`src/rtl/traffic_pkg.sv`:
```
// Shared definitions for the traffic-light controller and its lamp monitor.
// Holds the phase encoding, the monitor's error codes, the legal-successor
// function and the lamp-to-phase decode.
package traffic_pkg;

  // Phase encoding, identical to the one the controller uses.
  typedef enum logic [1:0] {
    PhRed    = 2'b00,
    PhGreen  = 2'b01,
    PhYellow = 2'b10
  } phase_e;

  typedef enum logic [2:0] {
    ErrNone       = 3'd0,
    ErrNotOnehot  = 3'd1,
    ErrBadSeq     = 3'd2,
    ErrShortDwell = 3'd3,
    ErrLongDwell  = 3'd4
  } err_code_e;

  // Legal successor of a phase: RED -> GREEN -> YELLOW -> RED.
  function automatic phase_e next_phase(phase_e ph);
    case (ph)
      PhRed:   return PhGreen;
      PhGreen: return PhYellow;
      default: return PhRed;
    endcase
  endfunction

  // Lamp vector is {red, yellow, green}; only meaningful when one-hot.
  function automatic phase_e lamp_to_phase(logic [2:0] lamp);
    if (lamp[2]) begin
      return PhRed;
    end else if (lamp[0]) begin
      return PhGreen;
    end
    return PhYellow;
  endfunction

endpackage

```
`src/rtl/phase_dwell_counter.sv`:
```
// Dwell counter for the current lamp phase, with per-phase limit compares.
//
// Ports:
//   clk_i, reset_i  clock, asynchronous active-high reset
//   restart_i       load 1 (first cycle of a new phase instance)
//   incr_i          count one more cycle of the same phase (saturates)
//   phase_i         phase whose limits are used for the compares
//   below_min_o     dwell is below the phase's MIN
//   at_max_o        dwell equals the phase's MAX (next increment overruns)
module phase_dwell_counter
  import traffic_pkg::*;
#(
  parameter int unsigned DWELL_W = 16,
  parameter int unsigned RED_MIN = 1,
  parameter int unsigned RED_MAX = 1,
  parameter int unsigned GRN_MIN = 1,
  parameter int unsigned GRN_MAX = 1,
  parameter int unsigned YEL_MIN = 1,
  parameter int unsigned YEL_MAX = 1
) (
  input  logic   clk_i,
  input  logic   reset_i,
  input  logic   restart_i,
  input  logic   incr_i,
  input  phase_e phase_i,
  output logic   below_min_o,
  output logic   at_max_o
);

  localparam logic [DWELL_W-1:0] DwellSat = '1;

  logic [DWELL_W-1:0] dwell_d, dwell_q;
  logic [DWELL_W-1:0] min_lim, max_lim;

  always_comb begin
    dwell_d = dwell_q;
    if (restart_i) begin
      dwell_d = DWELL_W'(1);
    end else if (incr_i && (dwell_q != DwellSat)) begin
      dwell_d = dwell_q + DWELL_W'(1);
    end
  end

  always_comb begin
    case (phase_i)
      PhRed: begin
        min_lim = DWELL_W'(RED_MIN);
        max_lim = DWELL_W'(RED_MAX);
      end
      PhGreen: begin
        min_lim = DWELL_W'(GRN_MIN);
        max_lim = DWELL_W'(GRN_MAX);
      end
      default: begin
        min_lim = DWELL_W'(YEL_MIN);
        max_lim = DWELL_W'(YEL_MAX);
      end
    endcase
  end

  assign below_min_o = dwell_q < min_lim;
  // MAX < all-ones, so dwell passes MAX exactly once per phase instance.
  assign at_max_o    = dwell_q == max_lim;

  always_ff @(posedge clk_i or posedge reset_i) begin
    if (reset_i) begin
      dwell_q <= '0;
    end else begin
      dwell_q <= dwell_d;
    end
  end

endmodule

```
`src/rtl/traffic_lamp_monitor.sv`:
```
// Passive monitor on the traffic-light lamp outputs. Registers the lamps,
// rebuilds the phase, flags non-one-hot lamps and illegal phase order, counts
// completed light cycles (YELLOW -> RED) and reports errors through a pulse,
// a sticky flag and a first-error code.
//
// Build option: define TRAFFIC_LAMP_MON_DWELL_CHECK_EN to add the per-phase
// dwell counter and the SHORT_DWELL / LONG_DWELL checks.
//
// Ports:
//   clk, reset       clock, asynchronous active-high reset
//   red/yellow/green lamp inputs
//   clr_err          synchronous clear of err_sticky / err_code
//   phase            tracked phase (RED=00, GREEN=01, YELLOW=10)
//   phase_valid      monitor is tracking
//   cycle_count      completed light cycles, wrapping
//   err_pulse        one cycle per detected error
//   err_sticky       any error since last clear
//   err_code         first error since last clear
module traffic_lamp_monitor
  import traffic_pkg::*;
#(
  parameter int unsigned DWELL_W = 16,
  parameter int unsigned CYC_W   = 16,
  parameter int unsigned RED_MIN = 1,
  parameter int unsigned RED_MAX = 1,
  parameter int unsigned GRN_MIN = 1,
  parameter int unsigned GRN_MAX = 1,
  parameter int unsigned YEL_MIN = 1,
  parameter int unsigned YEL_MAX = 1
) (
  input  logic             clk,
  input  logic             reset,
  input  logic             red,
  input  logic             yellow,
  input  logic             green,
  input  logic             clr_err,
  output logic [1:0]       phase,
  output logic             phase_valid,
  output logic [CYC_W-1:0] cycle_count,
  output logic             err_pulse,
  output logic             err_sticky,
  output logic [2:0]       err_code
);

  typedef enum logic [0:0] {StSync, StTrack} state_e;

  state_e             state_d, state_q;
  logic [2:0]         lamp_q;
  phase_e             phase_d, phase_q;
  logic [CYC_W-1:0]   cycle_count_d, cycle_count_q;
  logic               short_ok_d, short_ok_q;
  logic               err_pulse_d, err_pulse_q;
  logic               err_sticky_d, err_sticky_q;
  err_code_e          err_code_d, err_code_q;

  logic               lamp_onehot;
  phase_e             lamp_phase;
  err_code_e          err_new;
  logic               dwell_restart, dwell_incr;
  logic               dwell_short, dwell_at_max;

  assign lamp_onehot = $onehot(lamp_q);
  assign lamp_phase  = lamp_to_phase(lamp_q);

  always_comb begin
    state_d       = state_q;
    phase_d       = phase_q;
    cycle_count_d = cycle_count_q;
    short_ok_d    = short_ok_q;
    err_new       = ErrNone;
    dwell_restart = 1'b0;
    dwell_incr    = 1'b0;

    unique case (state_q)
      StSync: begin
        if (lamp_onehot) begin
          state_d       = StTrack;
          phase_d       = lamp_phase;
          dwell_restart = 1'b1;
          // Start time of this phase is unknown, so its length is not judged.
          short_ok_d    = 1'b0;
        end
      end
      StTrack: begin
        if (!lamp_onehot) begin
          err_new = ErrNotOnehot;
          state_d = StSync;
        end else if (lamp_phase == phase_q) begin
          dwell_incr = 1'b1;
          if (dwell_at_max) begin
            err_new = ErrLongDwell;
          end
        end else if (lamp_phase == next_phase(phase_q)) begin
          if (short_ok_q && dwell_short) begin
            err_new = ErrShortDwell;
          end
          if (phase_q == PhYellow) begin
            cycle_count_d = cycle_count_q + CYC_W'(1);
          end
          phase_d       = lamp_phase;
          dwell_restart = 1'b1;
          short_ok_d    = 1'b1;
        end else begin
          err_new       = ErrBadSeq;
          phase_d       = lamp_phase;
          dwell_restart = 1'b1;
          short_ok_d    = 1'b0;
        end
      end
      default: ;
    endcase
  end

  // A new error outranks a simultaneous clear.
  always_comb begin
    err_pulse_d  = err_new != ErrNone;
    err_sticky_d = err_sticky_q;
    err_code_d   = err_code_q;
    if (err_new != ErrNone) begin
      err_sticky_d = 1'b1;
      if (!err_sticky_q || clr_err) begin
        err_code_d = err_new;
      end
    end else if (clr_err) begin
      err_sticky_d = 1'b0;
      err_code_d   = ErrNone;
    end
  end

`ifdef TRAFFIC_LAMP_MON_DWELL_CHECK_EN
  phase_dwell_counter #(
    .DWELL_W (DWELL_W),
    .RED_MIN (RED_MIN),
    .RED_MAX (RED_MAX),
    .GRN_MIN (GRN_MIN),
    .GRN_MAX (GRN_MAX),
    .YEL_MIN (YEL_MIN),
    .YEL_MAX (YEL_MAX)
  ) u_dwell (
    .clk_i       (clk),
    .reset_i     (reset),
    .restart_i   (dwell_restart),
    .incr_i      (dwell_incr),
    .phase_i     (phase_q),
    .below_min_o (dwell_short),
    .at_max_o    (dwell_at_max)
  );
`else
  assign dwell_short  = 1'b0;
  assign dwell_at_max = 1'b0;
  logic unused_dwell;
  assign unused_dwell = ^{dwell_restart, dwell_incr,
                          (DWELL_W + RED_MIN + RED_MAX + GRN_MIN + GRN_MAX + YEL_MIN
                           + YEL_MAX) != 0};
`endif

  always_ff @(posedge clk or posedge reset) begin
    if (reset) begin
      lamp_q        <= '0;
      state_q       <= StSync;
      phase_q       <= PhRed;
      cycle_count_q <= '0;
      short_ok_q    <= 1'b0;
      err_pulse_q   <= 1'b0;
      err_sticky_q  <= 1'b0;
      err_code_q    <= ErrNone;
    end else begin
      lamp_q        <= {red, yellow, green};
      state_q       <= state_d;
      phase_q       <= phase_d;
      cycle_count_q <= cycle_count_d;
      short_ok_q    <= short_ok_d;
      err_pulse_q   <= err_pulse_d;
      err_sticky_q  <= err_sticky_d;
      err_code_q    <= err_code_d;
    end
  end

  assign phase       = phase_q;
  assign phase_valid = state_q == StTrack;
  assign cycle_count = cycle_count_q;
  assign err_pulse   = err_pulse_q;
  assign err_sticky  = err_sticky_q;
  assign err_code    = err_code_q;

endmodule

```
`config.mk`:
```
export PLATFORM = sky130hd
export DESIGN_NAME = traffic_lamp_monitor
export DESIGN_NICKNAME = d
export VERILOG_FILES = /design/src/rtl/traffic_pkg.sv /design/src/rtl/phase_dwell_counter.sv /design/src/rtl/traffic_lamp_monitor.sv
export SDC_FILE = /design/constraint.sdc
export NUM_CORES = 1
export LEC_CHECK = 0
export CAP_MARGIN = 20
export CORE_MARGIN = 5
export CORE_UTILIZATION = 35
export CTS_CLUSTER_SIZE = 28
export DETAILED_ROUTE_END_ITERATION = 10
export PLACE_DENSITY = 0.59
export REMOVE_ABC_BUFFERS = 1
export SKIP_CTS_REPAIR_TIMING = 1
export SKIP_LAST_GASP = 1
export SYNTH_ARGS = -nofsm -noshare
export SYNTH_HDL_FRONTEND = slang
export SYNTH_SLANG_ARGS = --single-unit
```
`constraint.sdc`:
```
create_clock -name clk -period 2.5 [get_ports clk]
set_clock_uncertainty 0.2 [all_clocks]
set_input_delay 0.5 -clock clk [delete_from_list [all_inputs] [get_ports clk]]
set_output_delay 0.5 -clock clk [all_outputs]
set_load 0.01 [all_outputs]
```
# Word level (Yosys, flattened, before mapping)
# Cells that the tools add are included.
# classes
eq_ne	9
n_addsub	3
mux	23
n_bitwise	2
reduce_logical	8
# ops
cell	count
2-to-1 mux 2 bit	13
adder 16 x 1 -> 16 bit, second input constant	1
2-to-1 mux 3 bit	3
case mux 2 bit (2 select lines)	2
2-to-1 mux 1 bit	5
AND reduction 5 bit	1
equality test 2 x 1 -> 1 bit, second input constant	2
equality test 2 bit	2
!= test 2 x 1 -> 1 bit, second input constant	2
!= test 2 bit, second input constant	2
AND reduction 3 bit	1
nonzero test 3 bit	1
adder 1 x 1 -> 2 bit	1
adder 2 x 1 -> 2 bit	1
equality test 2 bit, second input constant	1
logical NOT 2 bit	1
inverter 1 bit	2
AND reduction 2 bit	1
nonzero test 2 bit	1
logical NOT 1 bit	1
logical OR 1 bit	1
# totals
ff_bits	27
in_bits	6
out_inout_bits	24

# Longest topological paths before layout
# logic_depth
ltp_word	15
depth_mapped	7

# Worst setup path before layout
# OpenSTA, ideal clock, no wires.
# synth_path
kind	flip-flop to flip-flop
startpoint	reg lamp_q[0]
endpoint	reg cycle_count_q[1] (netlist: cycle_count[1])
setup_slack_ps	358
arrival_time_ps	1817
n_path_buf	1
path_stages_with_launch	6
cell_sequence	dfrtp_1 fa_1 and4bb_2 and2_2 buf_2 mux2_2
# synth_between
elab_chain_cells	6
elab_cells_between_ends	10
classes_between	add/sub (2); eq/ne (3); mux (3); bitwise (1); reduce/logical (1)
# synth_rtl
item	line	source
from (decl)	traffic_lamp_monitor.sv:48	logic [2:0] lamp_q;
from (signal assigned)	traffic_lamp_monitor.sv:168	lamp_q <= {red, yellow, green};
branches (longest 5 deep; another with adder 1 x 1 -> 2 bit)	--	
AND reduction 5 bit (no line) *	--	
to (signal assigned)	traffic_lamp_monitor.sv:171	cycle_count_q <= cycle_count_d;
to (decl)	traffic_lamp_monitor.sv:50	logic [CYC_W-1:0] cycle_count_d, cycle_count_q;
# Mark *: on every way between the ends.
# A chain may end at the register's enable or synchronous reset.

# Final worst setup path
# layout_path
startpoint	reg lamp_q[0]
endpoint	reg cycle_count_q[14] (netlist: cycle_count[14])
# Same word-level chain as after synthesis.

==> reports/results.ini <==
[timing]
fin_ws_ns = 0.3053
period_needed_ns = 2.195
finalCritPeriodShare_pct = 87.79
rsz0062_at_grt = false
hold_viol_final = 0
setup_violations = 0
hold_ws_ns = 0.2801
tns_ns = 0
fmax_mhz = 455.6
slew_viol_final = 0

[layout]
areaGrowthSynthToFinish_pct = 29.65
drive_gt1_share_pct = 13.67
fin_nets = 150
n_antenna_cell = 0
postLayoutCellArea_um2 = 1630

[worst_setup_path]
start_kind = flop
crit_fanout = 4
r2r_end = cycle_count[14]
worst-setup-path-type = flop to flop
crit_arrival_ns = 2.25
r2r_cells = 5
ff2ff_setup_slack_ns = 0.31
worstPathRequired_ns = 2.56
cp-end-kind = flop
r2r_start = lamp_q[0]

[synthesis]
yosys.area_share.xor_xnor_pct = 11.14
synth_mux_area_share_pct = 2.687
synthSimpleGateAreaFrac_pct = 22.19
synth_top_family_by_area = simple AND/OR/NAND/NOR gates
postSynthCellCount = 108
postSynthAreaPerCell_um2 = 11.64
yosysMostFrequentCell = dfrtp_1
synth_seq_area_share_pct = 51.74
synthDistinctLibCells = 34
synth-seq-cells = 26
synth_edf_count = 0
synth_async_sr_flop_share_pct = 100.0
synth_compound_area_share_pct = 4.577
yosysWarnings = 0
synth_top_cell_by_area = dfrtp_1
synth_fa_ha_area_share_pct = 4.577
synth_area_leaders = dfrtp_1, xor2_1, xnor2_1
synth_common_cells = dfrtp_1, xor2_1, nand2_1
synth_area_um2 = 1257
synth_top_area_share_pct = 51.74
synth_ff_type = dfrtp_1

[detailed_routing]
ant_nets = 0
drt_iter0_drc = 48
vias = 867
viasPerCell = 4.686
wire_per_inst_um = 12.66
route.detailed.drc = 0
first_pass_iters = 4
drt_wl_total_mm = 2.343

[hold_path]
hp-class = flop to flop
min_from = cycle_count[15]
hold_path_depth = 1
min_to = cycle_count[15]

[global_routing]
grt_pass1_wl_mm = 4.022
gr-total-overflow = 0
antenna_found_initial = 0
track_usage_pct = 9.850
grt_start_max_net_pins = 27
grt_pass1_vias = 883

[die]
rows = 21
start_util_pct = 36.81
dieArea_um2 = 4892
core_um2 = 3416
die_h_um = 69.94
chipWidth_um = 69.94
io_pins = 30

[power_and_ir_drop]
vdd_drop_max_v = 0.0002266
p_sw_share_pct = 27.71
power_switching_mw = 0.2491
p_int_mw = 0.6497
powerDensity_nw_per_um2 = 551.3
p_leak_nw = 0.7343
pwr-share-comb_pct = 20.5
seqPwrFrac_pct = 55.6
clkPwrFrac_pct = 23.9

[cts]
cts_buffer_depth = 2
cts.clk_slew.worst_paths_ns = 0.14
cts_buffers = 3
htree_levels = 1
cts_tree = yes
root_buffer = clkbuf_4
clk_latency_ns = 0.32
clock_sinks = 26

[placement]
gp_congestion = 0.7460
numPortBuffers = 28
place_area_um2 = 1594
dp_hpwl_mm = 1.754
post-place-ws_ns = 0.3119

[run]
drv_cap = 0

[status]
outcome = finished clean

## routing by layer
| layer | up-vias | GRT usage [%] | share of wire, % |
|---|---|---|---|
| met5 | - | 0 | 0 |
| met1 | 412 | 14.11 | 52 |
| li1 | 433 | - | - |
| met2 | 20 | 14.80 | 43 |
| met3 | 2 | 2.439 | 4.2 |
| met4 | 0 | 2.553 | 0.55 |
## through the flow
stage                     utilization, %  instances  power, mW
after floorplan                        -        105     0.5987
after global placement             46.67        181     0.6918
after detailed placement           46.67        181     0.6968
after CTS                          47.73        185     0.9144
after global routing               47.73        185     0.9471
final                              47.73        185     0.8988
## cell families (layout without fill, tap and decap cells)
kind of cell | count (synthesis) | in the layout
AND/OR/NAND/NOR | 41 | 41
AO/OA/AOI/OAI | 9 | 9
buffers and inverters | 8 | 39
multiplexers | 3 | 3
flip-flops | 26 | 26
other | 1 | 1
XOR/XNOR | 16 | 16
adder cells (fa/ha/maj) | 4 | 4
## power by group through the flow
stage / logic [mW] / registers (mW) / clock network [mW]
floorplan: 0.0816 / 0.517 / 0
global placement: 0.184 / 0.508 / 0
detailed placement: 0.188 / 0.509 / 0
CTS: 0.188 / 0.501 / 0.226
global route: 0.203 / 0.508 / 0.236
finish: 0.184 / 0.500 / 0.215
## layout by cell type, fill, tap and decap left out, drive strengths merged, types with 2 or more instances in the layout
cell type / instances
nand4: 7
clkdlybuf4s50: 28
buf: 2
o21ai: 2
nand3: 6
nor2: 4
inv: 5
a21oi: 2
xnor2: 6
clkbuf: 4
xor2: 10
nor3b: 2
nor3: 5
dfrtp: 26
ha: 3
nor4: 2
nand2b: 3
nand2: 7
mux2: 3
## flip-flops by register name (all words and copies together) (netlist names)
signal / count
cycle_count: 16
err_sticky: 1
err_pulse: 1
phase: 2
err_code: 2
phase_valid: 1
lamp_q: 3
## critical path: stages (launching register included)
cell,delay [ns]
dfrtp_1,0.44
fa_1,0.55
and4bb_2,0.30
nand4_2,0.17
nor4_2,0.31
xor2_1,0.16
## layout make-up
type                       instances  area, µm²
tap                               46      57.56
clock buffer                       4      36.28
fill                             324       1785
timing repair buffer              30      295.3
multi-input combinational         74      571.8
inverter                           5      18.77
sequential                        26      650.6
## worst max-delay path by stage
stage,endpoint,from,slack [ns]
after detailed placement,cycle_count[14],lamp_q[0],0.31
after global routing,cycle_count[14],lamp_q[0],0.16
after CTS,cycle_count[14],lamp_q[0],0.29
after global placement,cycle_count[14],lamp_q[0],0.36
after floorplan,cycle_count[13],lamp_q[0],0.42
final,cycle_count[14],lamp_q[0],0.31
Power figures use the tool's default switching activity.
